===== src/rtl/as_unit_pkg.sv =====
// Shared register map, control-bit positions and helper types for the
// audio synthesiser register file.
package as_unit_pkg;

  localparam int CH_STRIDE = 16;

  localparam logic [3:0] CH_CTRL             = 4'd0;
  localparam logic [3:0] CH_PHASE_INC        = 4'd1;
  localparam logic [3:0] CH_GAIN             = 4'd2;
  localparam logic [3:0] CH_DUTY             = 4'd3;
  localparam logic [3:0] CH_ATTACK_STEP      = 4'd4;
  localparam logic [3:0] CH_DECAY_STEP       = 4'd5;
  localparam logic [3:0] CH_RELEASE_STEP     = 4'd6;
  localparam logic [3:0] CH_SUSTAIN_DURATION = 4'd7;
  localparam logic [3:0] CH_ATTACK_LEVEL     = 4'd8;
  localparam logic [3:0] CH_SUSTAIN_LEVEL    = 4'd9;

  localparam int G_COMMIT      = 0;
  localparam int G_STATUS      = 1;
  localparam int G_IRQ_PENDING = 2;
  localparam int G_IRQ_ENABLE  = 3;
  localparam int G_COUNT       = 4;

  localparam int CTRL_WAVE_EN    = 0;
  localparam int CTRL_ADSR_EN    = 1;
  localparam int CTRL_WAVE_START = 2;
  localparam int CTRL_ADSR_START = 3;

  typedef enum logic [1:0] {
    REGION_TABLE,
    REGION_CHANNEL,
    REGION_GLOBAL,
    REGION_UNMAPPED
  } region_e;

  // Per-channel data registers; CTRL is held separately because its arm
  // bits behave differently from the plain data words.
  typedef struct packed {
    logic [31:0] phase_inc;
    logic [15:0] gain;
    logic [31:0] duty;
    logic [31:0] attack_step;
    logic [31:0] decay_step;
    logic [31:0] release_step;
    logic [31:0] sustain_duration;
    logic [31:0] attack_level;
    logic [31:0] sustain_level;
  } ch_regs_t;

  function automatic logic [31:0] merge_bytes(input logic [31:0] old_value,
                                              input logic [31:0] new_value,
                                              input logic [3:0]  strobe);
    logic [31:0] result;
    for (int b = 0; b < 4; b++) begin
      result[8*b +: 8] = strobe[b] ? new_value[8*b +: 8] : old_value[8*b +: 8];
    end
    return result;
  endfunction

endpackage


===== src/rtl/as_unit_regfile_if.sv =====
// Register bus between a host and the synthesiser register file:
// a byte-strobed write port and a one-cycle-latency read port.
interface as_unit_regfile_if #(
  parameter int ADDR_WIDTH = 12
);
  logic                  write_i;
  logic [ADDR_WIDTH-1:0] write_address_i;
  logic [31:0]           write_data_i;
  logic [3:0]            write_strobe_i;
  logic                  read_i;
  logic [ADDR_WIDTH-1:0] read_address_i;
  logic [31:0]           read_data_o;
  logic                  read_valid_o;

  modport master (
    output write_i, write_address_i, write_data_i, write_strobe_i,
    output read_i, read_address_i,
    input  read_data_o, read_valid_o
  );

  modport slave (
    input  write_i, write_address_i, write_data_i, write_strobe_i,
    input  read_i, read_address_i,
    output read_data_o, read_valid_o
  );
endinterface


===== src/rtl/as_channel_registers.sv =====
// One channel's shadow/active register pair. Host writes land in shadow;
// a commit copies shadow to active and fires any armed start pulses.
module as_channel_registers
  import as_unit_pkg::*;
(
  input  logic        clk_i,
  input  logic        rst_n_i,
  input  logic        wr_en_i,
  input  logic [3:0]  wr_offset_i,
  input  logic [31:0] wr_data_i,
  input  logic [3:0]  wr_strobe_i,
  input  logic        commit_i,
  input  logic [3:0]  rd_offset_i,
  output logic [31:0] rd_data_o,
  output ch_regs_t    active_o,
  output logic        wave_enable_o,
  output logic        adsr_enable_o,
  output logic        wave_start_o,
  output logic        adsr_start_o
);

  ch_regs_t   shadow_q;
  logic [3:0] ctrl_q;

  // NOTE: these are a handful of flops rather than a RAM, so every one of
  // them is reset; a real memory array would be left unreset.
  always_ff @(posedge clk_i or negedge rst_n_i) begin
    if (!rst_n_i) begin
      shadow_q      <= '0;
      ctrl_q        <= '0;
      active_o      <= '0;
      wave_enable_o <= 1'b0;
      adsr_enable_o <= 1'b0;
      wave_start_o  <= 1'b0;
      adsr_start_o  <= 1'b0;
    end else begin
      // NOTE: non-blocking assignments so every flop samples pre-edge values;
      // the later write below overrides the arm-clear when both hit ctrl_q.
      wave_start_o <= commit_i & ctrl_q[CTRL_WAVE_START];
      adsr_start_o <= commit_i & ctrl_q[CTRL_ADSR_START];
      if (commit_i) begin
        active_o                <= shadow_q;
        wave_enable_o           <= ctrl_q[CTRL_WAVE_EN];
        adsr_enable_o           <= ctrl_q[CTRL_ADSR_EN];
        ctrl_q[CTRL_WAVE_START] <= 1'b0;
        ctrl_q[CTRL_ADSR_START] <= 1'b0;
      end
      if (wr_en_i) begin
        case (wr_offset_i)
          CH_CTRL:             if (wr_strobe_i[0]) ctrl_q <= wr_data_i[3:0];
          CH_PHASE_INC:        shadow_q.phase_inc <= merge_bytes(shadow_q.phase_inc, wr_data_i, wr_strobe_i);
          CH_GAIN: begin
            if (wr_strobe_i[0]) shadow_q.gain[7:0]  <= wr_data_i[7:0];
            if (wr_strobe_i[1]) shadow_q.gain[15:8] <= wr_data_i[15:8];
          end
          CH_DUTY:             shadow_q.duty <= merge_bytes(shadow_q.duty, wr_data_i, wr_strobe_i);
          CH_ATTACK_STEP:      shadow_q.attack_step <= merge_bytes(shadow_q.attack_step, wr_data_i, wr_strobe_i);
          CH_DECAY_STEP:       shadow_q.decay_step <= merge_bytes(shadow_q.decay_step, wr_data_i, wr_strobe_i);
          CH_RELEASE_STEP:     shadow_q.release_step <= merge_bytes(shadow_q.release_step, wr_data_i, wr_strobe_i);
          CH_SUSTAIN_DURATION: shadow_q.sustain_duration <= merge_bytes(shadow_q.sustain_duration, wr_data_i, wr_strobe_i);
          CH_ATTACK_LEVEL:     shadow_q.attack_level <= merge_bytes(shadow_q.attack_level, wr_data_i, wr_strobe_i);
          CH_SUSTAIN_LEVEL:    shadow_q.sustain_level <= merge_bytes(shadow_q.sustain_level, wr_data_i, wr_strobe_i);
          default: ;
        endcase
      end
    end
  end

  always_comb begin
    // NOTE: default first so no path through the case can infer a latch.
    rd_data_o = '0;
    case (rd_offset_i)
      CH_CTRL:             rd_data_o = {28'd0, ctrl_q};
      CH_PHASE_INC:        rd_data_o = shadow_q.phase_inc;
      CH_GAIN:             rd_data_o = {16'd0, shadow_q.gain};
      CH_DUTY:             rd_data_o = shadow_q.duty;
      CH_ATTACK_STEP:      rd_data_o = shadow_q.attack_step;
      CH_DECAY_STEP:       rd_data_o = shadow_q.decay_step;
      CH_RELEASE_STEP:     rd_data_o = shadow_q.release_step;
      CH_SUSTAIN_DURATION: rd_data_o = shadow_q.sustain_duration;
      CH_ATTACK_LEVEL:     rd_data_o = shadow_q.attack_level;
      CH_SUSTAIN_LEVEL:    rd_data_o = shadow_q.sustain_level;
      default:             rd_data_o = '0;
    endcase
  end

endmodule


===== src/rtl/as_unit_regfile.sv =====
// Synthesiser register file: PCM table write-through, per-channel
// double-buffered parameters committed on a sample tick, and idle IRQs.
module as_unit_regfile
  import as_unit_pkg::*;
#(
  parameter int CHANNELS    = 4,
  parameter int TABLE_DEPTH = 1024,
  parameter int ADDR_WIDTH  = 12
) (
  input  logic                              clk_i,
  input  logic                              rst_n_i,
  as_unit_regfile_if.slave                  bus,
  input  logic                              sample_tick_i,
  input  logic [CHANNELS-1:0]               adsr_idle_i,
  output logic                              table_write_o,
  output logic [$clog2(TABLE_DEPTH)-1:0]    table_addr_o,
  output logic [15:0]                       pcm_o,
  output logic [CHANNELS-1:0][31:0]         wave_frequency_o,
  output logic [CHANNELS-1:0][31:0]         duty_cycle_o,
  output logic [CHANNELS-1:0][31:0]         attack_step_o,
  output logic [CHANNELS-1:0][31:0]         decay_step_o,
  output logic [CHANNELS-1:0][31:0]         release_step_o,
  output logic [CHANNELS-1:0][31:0]         sustain_duration_o,
  output logic [CHANNELS-1:0][31:0]         attack_level_o,
  output logic [CHANNELS-1:0][31:0]         sustain_level_o,
  output logic [CHANNELS-1:0][15:0]         wave_gain_o,
  output logic [CHANNELS-1:0]               wave_enable_o,
  output logic [CHANNELS-1:0]               adsr_enable_o,
  output logic [CHANNELS-1:0]               wave_start_o,
  output logic [CHANNELS-1:0]               adsr_start_o,
  output logic                              irq_o
);

  localparam int TABLE_AW = $clog2(TABLE_DEPTH);
  localparam int G_BASE   = TABLE_DEPTH + CHANNELS * CH_STRIDE;

  function automatic region_e decode(input int addr);
    if (addr < TABLE_DEPTH)         return REGION_TABLE;
    if (addr < G_BASE)              return REGION_CHANNEL;
    if (addr < G_BASE + G_COUNT)    return REGION_GLOBAL;
    return REGION_UNMAPPED;
  endfunction

  int                    wr_addr, rd_addr, wr_ch, rd_ch;
  logic [ADDR_WIDTH-1:0] wr_rel, rd_rel;
  logic [3:0]            wr_off, rd_off;
  region_e               wr_region, rd_region;
  logic                  commit_req, do_commit;
  logic [CHANNELS-1:0]   wr_ch_sel, irq_clr;
  logic [31:0]           rd_next;
  logic [31:0]           ch_rd_data [CHANNELS];

  logic                  commit_pending_q;
  logic [CHANNELS-1:0]   irq_pending_q, irq_enable_q, prev_idle_q;

  // Channel blocks start at TABLE_DEPTH, so the offset relative to that base
  // splits cleanly into channel index (upper bits) and register (low nibble).
  always_comb begin
    wr_addr   = int'(bus.write_address_i);
    rd_addr   = int'(bus.read_address_i);
    wr_rel    = bus.write_address_i - ADDR_WIDTH'(TABLE_DEPTH);
    rd_rel    = bus.read_address_i - ADDR_WIDTH'(TABLE_DEPTH);
    wr_ch     = int'(wr_rel[ADDR_WIDTH-1:4]);
    rd_ch     = int'(rd_rel[ADDR_WIDTH-1:4]);
    wr_off    = wr_rel[3:0];
    rd_off    = rd_rel[3:0];
    wr_region = decode(wr_addr);
    rd_region = decode(rd_addr);

    commit_req = bus.write_i && (wr_addr == G_BASE + G_COMMIT) && bus.write_data_i[0];
    do_commit  = sample_tick_i && (commit_pending_q || commit_req);
    irq_clr    = (bus.write_i && wr_addr == G_BASE + G_IRQ_PENDING)
               ? bus.write_data_i[CHANNELS-1:0] : '0;
  end

  always_comb begin
    rd_next = '0;
    case (rd_region)
      REGION_CHANNEL: begin
        for (int c = 0; c < CHANNELS; c++) begin
          if (rd_ch == c) rd_next = ch_rd_data[c];
        end
      end
      REGION_GLOBAL: begin
        if (rd_addr == G_BASE + G_COMMIT)           rd_next = {31'd0, commit_pending_q};
        else if (rd_addr == G_BASE + G_STATUS)      rd_next = 32'(adsr_idle_i);
        else if (rd_addr == G_BASE + G_IRQ_PENDING) rd_next = 32'(irq_pending_q);
        else                                        rd_next = 32'(irq_enable_q);
      end
      default: rd_next = '0;
    endcase
  end

  for (genvar c = 0; c < CHANNELS; c++) begin : g_ch
    ch_regs_t active;

    assign wr_ch_sel[c] = bus.write_i && (wr_region == REGION_CHANNEL) && (wr_ch == c);

    as_channel_registers u_regs (
      .clk_i         (clk_i),
      .rst_n_i       (rst_n_i),
      .wr_en_i       (wr_ch_sel[c]),
      .wr_offset_i   (wr_off),
      .wr_data_i     (bus.write_data_i),
      .wr_strobe_i   (bus.write_strobe_i),
      .commit_i      (do_commit),
      .rd_offset_i   (rd_off),
      .rd_data_o     (ch_rd_data[c]),
      .active_o      (active),
      .wave_enable_o (wave_enable_o[c]),
      .adsr_enable_o (adsr_enable_o[c]),
      .wave_start_o  (wave_start_o[c]),
      .adsr_start_o  (adsr_start_o[c])
    );

    assign wave_frequency_o[c]   = active.phase_inc;
    assign wave_gain_o[c]        = active.gain;
    assign duty_cycle_o[c]       = active.duty;
    assign attack_step_o[c]      = active.attack_step;
    assign decay_step_o[c]       = active.decay_step;
    assign release_step_o[c]     = active.release_step;
    assign sustain_duration_o[c] = active.sustain_duration;
    assign attack_level_o[c]     = active.attack_level;
    assign sustain_level_o[c]    = active.sustain_level;
  end

  always_ff @(posedge clk_i or negedge rst_n_i) begin
    if (!rst_n_i) begin
      commit_pending_q <= 1'b0;
      irq_pending_q    <= '0;
      irq_enable_q     <= '0;
      prev_idle_q      <= '1;   // idle-high straight out of reset is not an edge
      irq_o            <= 1'b0;
      table_write_o    <= 1'b0;
      table_addr_o     <= '0;
      pcm_o            <= '0;
      bus.read_valid_o <= 1'b0;
      bus.read_data_o  <= '0;
    end else begin
      if (do_commit)       commit_pending_q <= 1'b0;
      else if (commit_req) commit_pending_q <= 1'b1;

      // A rising idle edge wins over a same-cycle write-1-to-clear.
      irq_pending_q <= (irq_pending_q & ~irq_clr) | (adsr_idle_i & ~prev_idle_q);
      prev_idle_q   <= adsr_idle_i;
      if (bus.write_i && wr_addr == G_BASE + G_IRQ_ENABLE)
        irq_enable_q <= bus.write_data_i[CHANNELS-1:0];
      irq_o <= |(irq_pending_q & irq_enable_q);

      table_write_o <= bus.write_i && (wr_region == REGION_TABLE);
      if (bus.write_i && wr_region == REGION_TABLE) begin
        table_addr_o <= bus.write_address_i[TABLE_AW-1:0];
        pcm_o        <= bus.write_data_i[15:0];
      end

      bus.read_valid_o <= bus.read_i;
      bus.read_data_o  <= bus.read_i ? rd_next : '0;
    end
  end

endmodule


===== src/flat_wrapper.sv =====
// flat-port wrapper written by rule: the top's interface ports become plain ports
module as_unit_regfile_flat import as_unit_pkg::*;
#(
  parameter int CHANNELS    = 4,
  parameter int TABLE_DEPTH = 1024,
  parameter int ADDR_WIDTH  = 12
)
  (clk_i, rst_n_i, sample_tick_i, adsr_idle_i, table_write_o, table_addr_o, pcm_o, wave_frequency_o, duty_cycle_o, attack_step_o, decay_step_o, release_step_o, sustain_duration_o, attack_level_o, sustain_level_o, wave_gain_o, wave_enable_o, adsr_enable_o, wave_start_o, adsr_start_o, irq_o, bus_write_i, bus_write_address_i, bus_write_data_i, bus_write_strobe_i, bus_read_i, bus_read_address_i, bus_read_data_o, bus_read_valid_o);
  as_unit_regfile_if #(.ADDR_WIDTH(ADDR_WIDTH)) bus_i ();
  input  logic clk_i;
  input  logic rst_n_i;
  input  logic sample_tick_i;
  input  logic [CHANNELS-1:0] adsr_idle_i;
  output logic table_write_o;
  output logic [$clog2(TABLE_DEPTH)-1:0] table_addr_o;
  output logic [15:0] pcm_o;
  output logic [CHANNELS-1:0][31:0] wave_frequency_o;
  output logic [CHANNELS-1:0][31:0] duty_cycle_o;
  output logic [CHANNELS-1:0][31:0] attack_step_o;
  output logic [CHANNELS-1:0][31:0] decay_step_o;
  output logic [CHANNELS-1:0][31:0] release_step_o;
  output logic [CHANNELS-1:0][31:0] sustain_duration_o;
  output logic [CHANNELS-1:0][31:0] attack_level_o;
  output logic [CHANNELS-1:0][31:0] sustain_level_o;
  output logic [CHANNELS-1:0][15:0] wave_gain_o;
  output logic [CHANNELS-1:0] wave_enable_o;
  output logic [CHANNELS-1:0] adsr_enable_o;
  output logic [CHANNELS-1:0] wave_start_o;
  output logic [CHANNELS-1:0] adsr_start_o;
  output logic irq_o;
  input wire logic [$bits(bus_i.write_i)-1:0] bus_write_i;
  input wire logic [$bits(bus_i.write_address_i)-1:0] bus_write_address_i;
  input wire logic [$bits(bus_i.write_data_i)-1:0] bus_write_data_i;
  input wire logic [$bits(bus_i.write_strobe_i)-1:0] bus_write_strobe_i;
  input wire logic [$bits(bus_i.read_i)-1:0] bus_read_i;
  input wire logic [$bits(bus_i.read_address_i)-1:0] bus_read_address_i;
  output wire logic [$bits(bus_i.read_data_o)-1:0] bus_read_data_o;
  output wire logic [$bits(bus_i.read_valid_o)-1:0] bus_read_valid_o;
  assign bus_i.write_i = bus_write_i;
  assign bus_i.write_address_i = bus_write_address_i;
  assign bus_i.write_data_i = bus_write_data_i;
  assign bus_i.write_strobe_i = bus_write_strobe_i;
  assign bus_i.read_i = bus_read_i;
  assign bus_i.read_address_i = bus_read_address_i;
  assign bus_read_data_o = bus_i.read_data_o;
  assign bus_read_valid_o = bus_i.read_valid_o;
  as_unit_regfile #(.CHANNELS(CHANNELS), .TABLE_DEPTH(TABLE_DEPTH), .ADDR_WIDTH(ADDR_WIDTH)) u_core (.clk_i(clk_i), .rst_n_i(rst_n_i), .bus(bus_i), .sample_tick_i(sample_tick_i), .adsr_idle_i(adsr_idle_i), .table_write_o(table_write_o), .table_addr_o(table_addr_o), .pcm_o(pcm_o), .wave_frequency_o(wave_frequency_o), .duty_cycle_o(duty_cycle_o), .attack_step_o(attack_step_o), .decay_step_o(decay_step_o), .release_step_o(release_step_o), .sustain_duration_o(sustain_duration_o), .attack_level_o(attack_level_o), .sustain_level_o(sustain_level_o), .wave_gain_o(wave_gain_o), .wave_enable_o(wave_enable_o), .adsr_enable_o(adsr_enable_o), .wave_start_o(wave_start_o), .adsr_start_o(adsr_start_o), .irq_o(irq_o));
endmodule

===== config.mk =====
export PLATFORM = sky130hd
export DESIGN_NAME = as_unit_regfile_flat
export DESIGN_NICKNAME = d
export VERILOG_FILES = /design/src/rtl/as_unit_pkg.sv /design/src/rtl/as_unit_regfile_if.sv /design/src/rtl/as_channel_registers.sv /design/src/rtl/as_unit_regfile.sv /design/src/flat_wrapper.sv
export SDC_FILE = /design/constraint.sdc
export NUM_CORES = 2
export LEC_CHECK = 0
export ABC_CLOCK_PERIOD_IN_PS = 2200
export BUFFER_PORTS_ARGS = -buffer_cell sky130_fd_sc_hd__buf_4
export CORE_MARGIN = 2
export CORE_UTILIZATION = 35
export CTS_BUF_LIST = sky130_fd_sc_hd__clkbuf_8 sky130_fd_sc_hd__clkbuf_16
export DETAILED_ROUTE_END_ITERATION = 12
export SLEW_MARGIN = 10
export SYNTH_ARGS = -nofsm -noshare
export SYNTH_HDL_FRONTEND = slang
export SYNTH_HIERARCHICAL = 1
export SYNTH_SLANG_ARGS = --single-unit
export TNS_END_PERCENT = 30

===== constraint.sdc =====
create_clock -name clk_i -period 2.2 [get_ports clk_i]
set_input_delay 0.11 -clock clk_i [delete_from_list [all_inputs] [get_ports clk_i]]
set_output_delay 0.11 -clock clk_i [all_outputs]
set_load 0.01 [all_outputs]

After elaboration in Yosys (flattened, before gate mapping)
Index checks and enable logic that the tools add are counted.
- add/sub/neg operators: 2
- magnitude comparators: 6
- equal/unequal tests: 33
- mux-type cells: 56
- bitwise operators: 14
- reductions and logical operators: 159
- operators with widths (operator ; count):
    $pmux W32 S10 ; 4
    $reduce_and A3 Y1 ; 140
    $mux W32 ; 7
    $eq A12 B12 Y1 const B ; 6
    $lt A12 B11 Y1 const B ; 6
    $logic_not A32 Y1 ; 2
    $pmux W32 S2 ; 1
    $mux W4 ; 14
    $eq A4 B3 Y1 const B ; 8
    $eq A8 B3 Y1 const B ; 4
    $mux W2 ; 16
    $sub A12 B11 Y12 const B ; 2
    $eq A4 B2 Y1 const B ; 4
    $eq A4 B4 Y1 const B ; 4
    $eq A8 B2 Y1 const B ; 2
    $mux W1 ; 14
    $and A4 B4 Y4 ; 3
    $logic_and A1 B1 Y1 ; 11
    $and A1 B1 Y1 ; 8
    $eq A4 B1 Y1 const B ; 2
    $logic_not A4 Y1 ; 2
    $not A4 Y4 ; 2
    $eq A2 B1 Y1 const B ; 2
    $or A4 B4 Y4 ; 1
    5 further kinds ; 5
- bits in registers: 2282
- input port bits: 69

Depth between registers and ports, before layout
- depth in word-level cells: 12
- gate-level depth with buffers: 11
- depth with buffers taken out: 9

Cells and area by module
The synthesis kept the hierarchy.
- by module, submodules not included (module ; instances ; cells an instance ; area an instance (um^2)):
    as_channel_registers ; 4 ; 1517 ; 22913.2
    as_unit_regfile ; 1 ; 323 ; 3868.7

Least setup slack after synthesis
OpenSTA, ideal clock, no wires.
- path type: input-to-reg
- from: in bus_write_address_i[7]
- to: reg u_core/g_ch[0].u_regs/active_o[144] in the netlist's numbering
- setup time: 0.125 ns
- arrival time: 2.622 ns
- required time: 2.075 ns
- path slack: -0.547 ns
- cell stages on the path: 8
- cells stage by stage: or4b_2 nor4_2 a31oi_1 nor2b_1 clkbuf_1 clkbuf_1 clkbuf_1 mux2_2
- cells in the longest elaborated chain, start to end: 5
- ends and longest elaborated chain (what ; RTL line ; source):
    from (decl) ; flat_wrapper.sv:32 ; input wire logic [$bits(bus_i.write_address_i)-1:0] bus_write_address_i;
    $eq A12 B12 Y1 ; as_unit_regfile.sv:70 ; commit_req = bus.write_i && (wr_addr == G_BASE + G_COMMIT) && bus.write_data_i[0];
    $logic_and A1 B1 Y1 (2 in series) ; as_unit_regfile.sv:70 ;
    $logic_or A1 B1 Y1 ; as_unit_regfile.sv:71 ; do_commit = sample_tick_i && (commit_pending_q || commit_req);
    $logic_and A1 B1 Y1 ; as_unit_regfile.sv:71 ;
    named net u_core.do_commit ; as_unit_regfile.sv:48 ; logic commit_req, do_commit;
    to (signal assigned) ; as_channel_registers.sv:42 ; active_o <= shadow_q;
    to (decl) ; as_channel_registers.sv:15 ; output ch_regs_t active_o,
The timed path passes the listed nets, and every way through them passes these cells.
A chain may end at the register's enable or synchronous reset.

==> results_tabular.tex <==
\begin{tabular}{lr}
\hline
Metric & Value \\
\hline
\multicolumn{2}{l}{\textbf{Clocking}} \\
\quad Total clock sinks & about 2300 \\
\quad Clock edge transition at the registers on the reported setup and hold paths & $\sim$0.060 ns \\
\quad TritonCTS clock tree & done \\
\quad Depth of the CTS H-tree & 4 \\
\quad Source-to-sink clock delay at the later pin of the worst-skew pair & 0.93 ns \\
\quad CTS root buf & clkbuf\_16 \\
\quad Clock tree buffer depth & 4 \\
\quad CTS Buf Count & around 250 \\
\multicolumn{2}{l}{\textbf{Worst setup path}} \\
\quad Required @ worst endpoint & between 2 and 3 ns \\
\quad Critical path's slowest cell & mux4\_2 \\
\quad Max Fanout on Critical Path & 2 \\
\quad Critical setup path kind & flop to flop \\
\quad Critical path, cell by cell & mux2\_4 -> a221oi\_2 -> a211o\_1 -> o211ai\_1 -> clkbuf\_16 -> mux4\_2 -> inv\_2 -> o22ai\_4 \\
\quad Worst EP arrival & 3.38 ns \\
\quad Delay of the slowest critical-path stage & between 0.4 and 0.5 ns \\
\quad Launching element type of the critical path & flop \\
\quad Crit path capture type & flop \\
\multicolumn{2}{l}{\textbf{Layout}} \\
\quad Syn-to-layout area delta & 33.9\% \\
\quad Layout cell share with drive strength beyond 1 & roughly 59\% \\
\quad Final Cell Area & 128000 um\^{}2 \\
\quad Number of nets at the end of the flow & 8694 \\
\multicolumn{2}{l}{\textbf{Synth}} \\
\quad Primary flip-flop cell chosen by synthesis mapping & dfrtp\_1 \\
\quad Synthesis warning total & 6 \\
\quad Number of distinct library cell variants in the gate-level netlist after synthesis & 66 \\
\quad Combined area of all synthesized cells & $\sim$96000 um\^{}2 \\
\quad Asr flop ratio synth & 100\% \\
\quad Synthesized netlist net count & between 6000 and 7000 \\
\quad Number of standard cells after synthesis & approximately 6400 \\
\quad Avg Cell Area, Syn & $\sim$15 um\^{}2 \\
\quad Number of enable-type register cells in the synthesized netlist & 0 \\
\quad Number of register bits inferred by synthesis & 2282 \\
\quad Register area share after synthesis & roughly three fifths \\
\multicolumn{2}{l}{\textbf{Timing}} \\
\quad Clock period minus final worst setup slack & $\sim$2.6 ns \\
\quad Number of setup violations in the final report & 3 \\
\quad Number of pins with negative max-slew slack in the final report & 0 \\
\quad Maximum clock frequency & roughly 0.38 GHz \\
\quad Worst hold margin & $\sim$0.028 ns \\
\quad Final worst clock skew & approximately 0.048 ns \\
\quad Period Utilization, post-route & 119\% \\
\quad Setup repair after global routing missed its margin & true \\
\quad Setup slack of the critical path after layout & -0.419 ns \\
\quad Worst slew slack as a fraction of its limit & 26.6\% \\
\quad Setup TNS & -0.698 ns \\
\quad Actual slew at the worst max-slew pin & around 1.1 ns \\
\quad Final Hold Viols & 0 \\
\multicolumn{2}{l}{\textbf{Route}} \\
\quad Wire length per cell & $\sim$34 um \\
\quad Routed vias & around 70000 \\
\quad Final WL & approximately 420 mm \\
\quad Via/cell ratio & 5.56 \\
\quad Number of iterations in the first detailed-routing pass & 7 \\
\quad Drt drc & 0 \\
\quad Antenna viol nets, final & 0 \\
\quad Number of violations reported at the end of detailed-routing iteration 0 & roughly 6200 \\
\multicolumn{2}{l}{\textbf{Die}} \\
\quad Core box area & between 200000 and 300000 um\^{}2 \\
\quad Row cnt & roughly 190 \\
\quad Die Footprint & between 200000 and 300000 um\^{}2 \\
\quad Width of the chip & $\sim$530 um \\
\quad DIE HEIGHT & about 530 um \\
\quad Boundary Pins & around 1200 \\
\quad Initial Utilization & between 30\% and 40\% \\
\multicolumn{2}{l}{\textbf{Power and ir drop}} \\
\quad Pwr/cell area & 707 nW/um\^{}2 \\
\quad Standby leakage power & 65.0 nW \\
\quad Worst-case vdd ir drop & 0.699 mV \\
\multicolumn{2}{l}{\textbf{Global route}} \\
\quad Global-route wire length before repair & approximately 580 mm \\
\quad Overflow left after global routing & 0 \\
\quad Number of antenna violations at the first check in global routing & 43 \\
\quad Via count of the first global-routing pass & slightly above 70000 \\
\quad Pin count of the biggest net entering global routing & $\sim$130 \\
\quad Overall fraction of global-route tracks in use & 29.6\% \\
\multicolumn{2}{l}{\textbf{Status}} \\
\quad Failing checks & negative setup slack \\
\quad Run status & finished with violations \\
\multicolumn{2}{l}{\textbf{Placed design}} \\
\quad Minimum setup slack after placement & -1.04 ns \\
\quad Half-perimeter wire length after placement & roughly 320 mm \\
\quad Cell area reported after detailed placement & 118000 um\^{}2 \\
\quad Global placement routability congestion & just over 0.9 \\
\quad Buffers on Ports & between 1000 and 1500 \\
\multicolumn{2}{l}{\textbf{Hold path}} \\
\quad Min-Delay Path Class & input port to flop \\
\multicolumn{2}{l}{\textbf{Flow run}} \\
\quad Max-cap violations & 0 \\
\hline
\end{tabular}
-- timing repair --
action                                 4_1_cts  5_1_grt
pin swaps                                   13       16
hold buffers                                71        1
endpoints found under the hold margin     3235        3
setup endpoints to repair                   20      150
setup buffers                                0        8
gates resized for setup                     58       37
-- path summary, 6_finish.rpt --
path | from | endpoint | slack (ns) | cells after the start
setup / recovery | u_core/g_ch[0].u_regs/shadow_q[194] | u_core/bus.read_data_o[2] | -0.42 | 8
max in group asynchronous | rst_n_i | u_core/g_ch[1].u_regs/active_o[175] | 0.21 | 4
hold / removal | bus_write_address_i[5] | u_core/table_addr_o[5] | 0.03 | 4
min in group asynchronous | rst_n_i | u_core/g_ch[1].u_regs/shadow_q[165] | 0.57 | 4
setup reg to reg | u_core/g_ch[0].u_regs/shadow_q[194] | u_core/bus.read_data_o[2] | -0.42 | 8
hold reg to reg | u_core/g_ch[2].u_regs/active_o[139] | u_core/g_ch[2].u_regs/active_o[139] | 0.51 | 1
-- routing by layer --
layer	routed length [um]	global-route usage, %
met4	19300	12.3
met1	172000	38.7
met3	32800	6.43
met2	197000	47.4
met5	57	0
-- where the power goes --
group	switching (mW)	internal (mW)
clock network	17.9	25.6
logic	3.36	1.36
registers	0.120	42.1
-- cell families after synthesis --
group | synth area share, %
flip-flops | 59.8
AO/OA/AOI/OAI | 5.07
adder cells (fa/ha/maj) | 0.0262
AND/OR/NAND/NOR | 4.02
XOR/XNOR | 0.00917
multiplexers | 29.3
buffers and inverters | 1.81
-- registers in the layout, indices dropped and copies added (netlist names), 4 cells and up --
register / cells
u_core/table_addr_o: 10
u_core/g_ch.u_regs/wave_start_o: 4
u_core/prev_idle_q: 4
u_core/pcm_o: 16
u_core/irq_pending_q: 4
u_core/g_ch.u_regs/shadow_q: 1088
u_core/g_ch.u_regs/ctrl_q: 16
u_core/irq_enable_q: 4
u_core/g_ch.u_regs/wave_enable_o: 4
u_core/g_ch.u_regs/adsr_start_o: 4
u_core/g_ch.u_regs/active_o: 1088
u_core/bus.read_data_o: 32
u_core/g_ch.u_regs/adsr_enable_o: 4
-- cell type report --
cell class / instances / area (um^2)
multi-input combinational: 3732 / 37200
fill: 23900 / 143000
antenna: 28 / 70.1
timing repair buffer: 2339 / 20600
clock buffer: 299 / 6920
sequential: 2282 / 57100
tap: 3570 / 4470
clock inverter: 150 / 1540
inverter: 20 / 78.8
-- cell usage after synthesis, types with 14 or more instances --
master	n	area (um^2)
nor3_2	27	270
nor2_1	72	270
a32oi_1	24	210
a211o_1	40	350
o211ai_1	20	150
o21ai_0	39	195
o221ai_1	28	245
nor3_1	20	100
a21oi_1	24	120
inv_1	20	75.1
buf_2	164	821
o32ai_1	20	175
a22oi_1	186	1400
nand3_1	29	145
dfrtp_1	2278	57000
nor4_1	14	87.6
a222oi_1	16	160
or4_1	18	135
and2b_1	28	210
buf_1	22	82.6
nand2b_1	35	219
o22ai_1	83	519
nand2_1	69	259
and2_1	16	100
a22o_1	60	526
a221oi_1	20	175
o22a_1	16	140
nand4_1	28	175
clkbuf_1	151	567
nor2_2	80	500
nor2b_1	69	432
nand3b_1	25	188
mux2i_1	176	1760
mux2_2	2309	26000
-- placed cells by master, fill, tap and decap left out, drive strengths merged, types with 29 or more instances in the layout --
master       netlist  final
nor2b             69     69
mux2            2309   2309
inv               20     70
a22oi            186    186
o22ai             83     83
o21ai             39     39
a22o              60     60
nand3             29     29
a211o             40     40
dlygate4sd3        0     70
nand2             73     73
dfrtp           2278   2278
clkbuf           155    301
mux2i            176    176
and2b             29     29
nor2             152    152
clkinv             0     65
bufinv             0     29
buf              202   2266
nor3              55     55
nand2b            35     35
-- worst max-delay path: cells and delay by family, from the launching register on --
kind                   cells  cell delay, ns
muxes                      2            0.72
buffers and inverters      2            0.43
DFF                        1            0.38
AOI/OAI and AO/OA          4            0.89
-- stage by stage --
stage          instances  power (mW)  util (%)
2_1_floorplan       6391        44.0         -
3_3_place_gp       11900        47.5      43.6
3_5_place_dp       11900        47.5      43.6
4_1_cts            12400        91.0      47.1
5_1_grt            12400        93.0      47.1
6_report           12400        90.4      47.2
(Power assumes the default switching activity.)
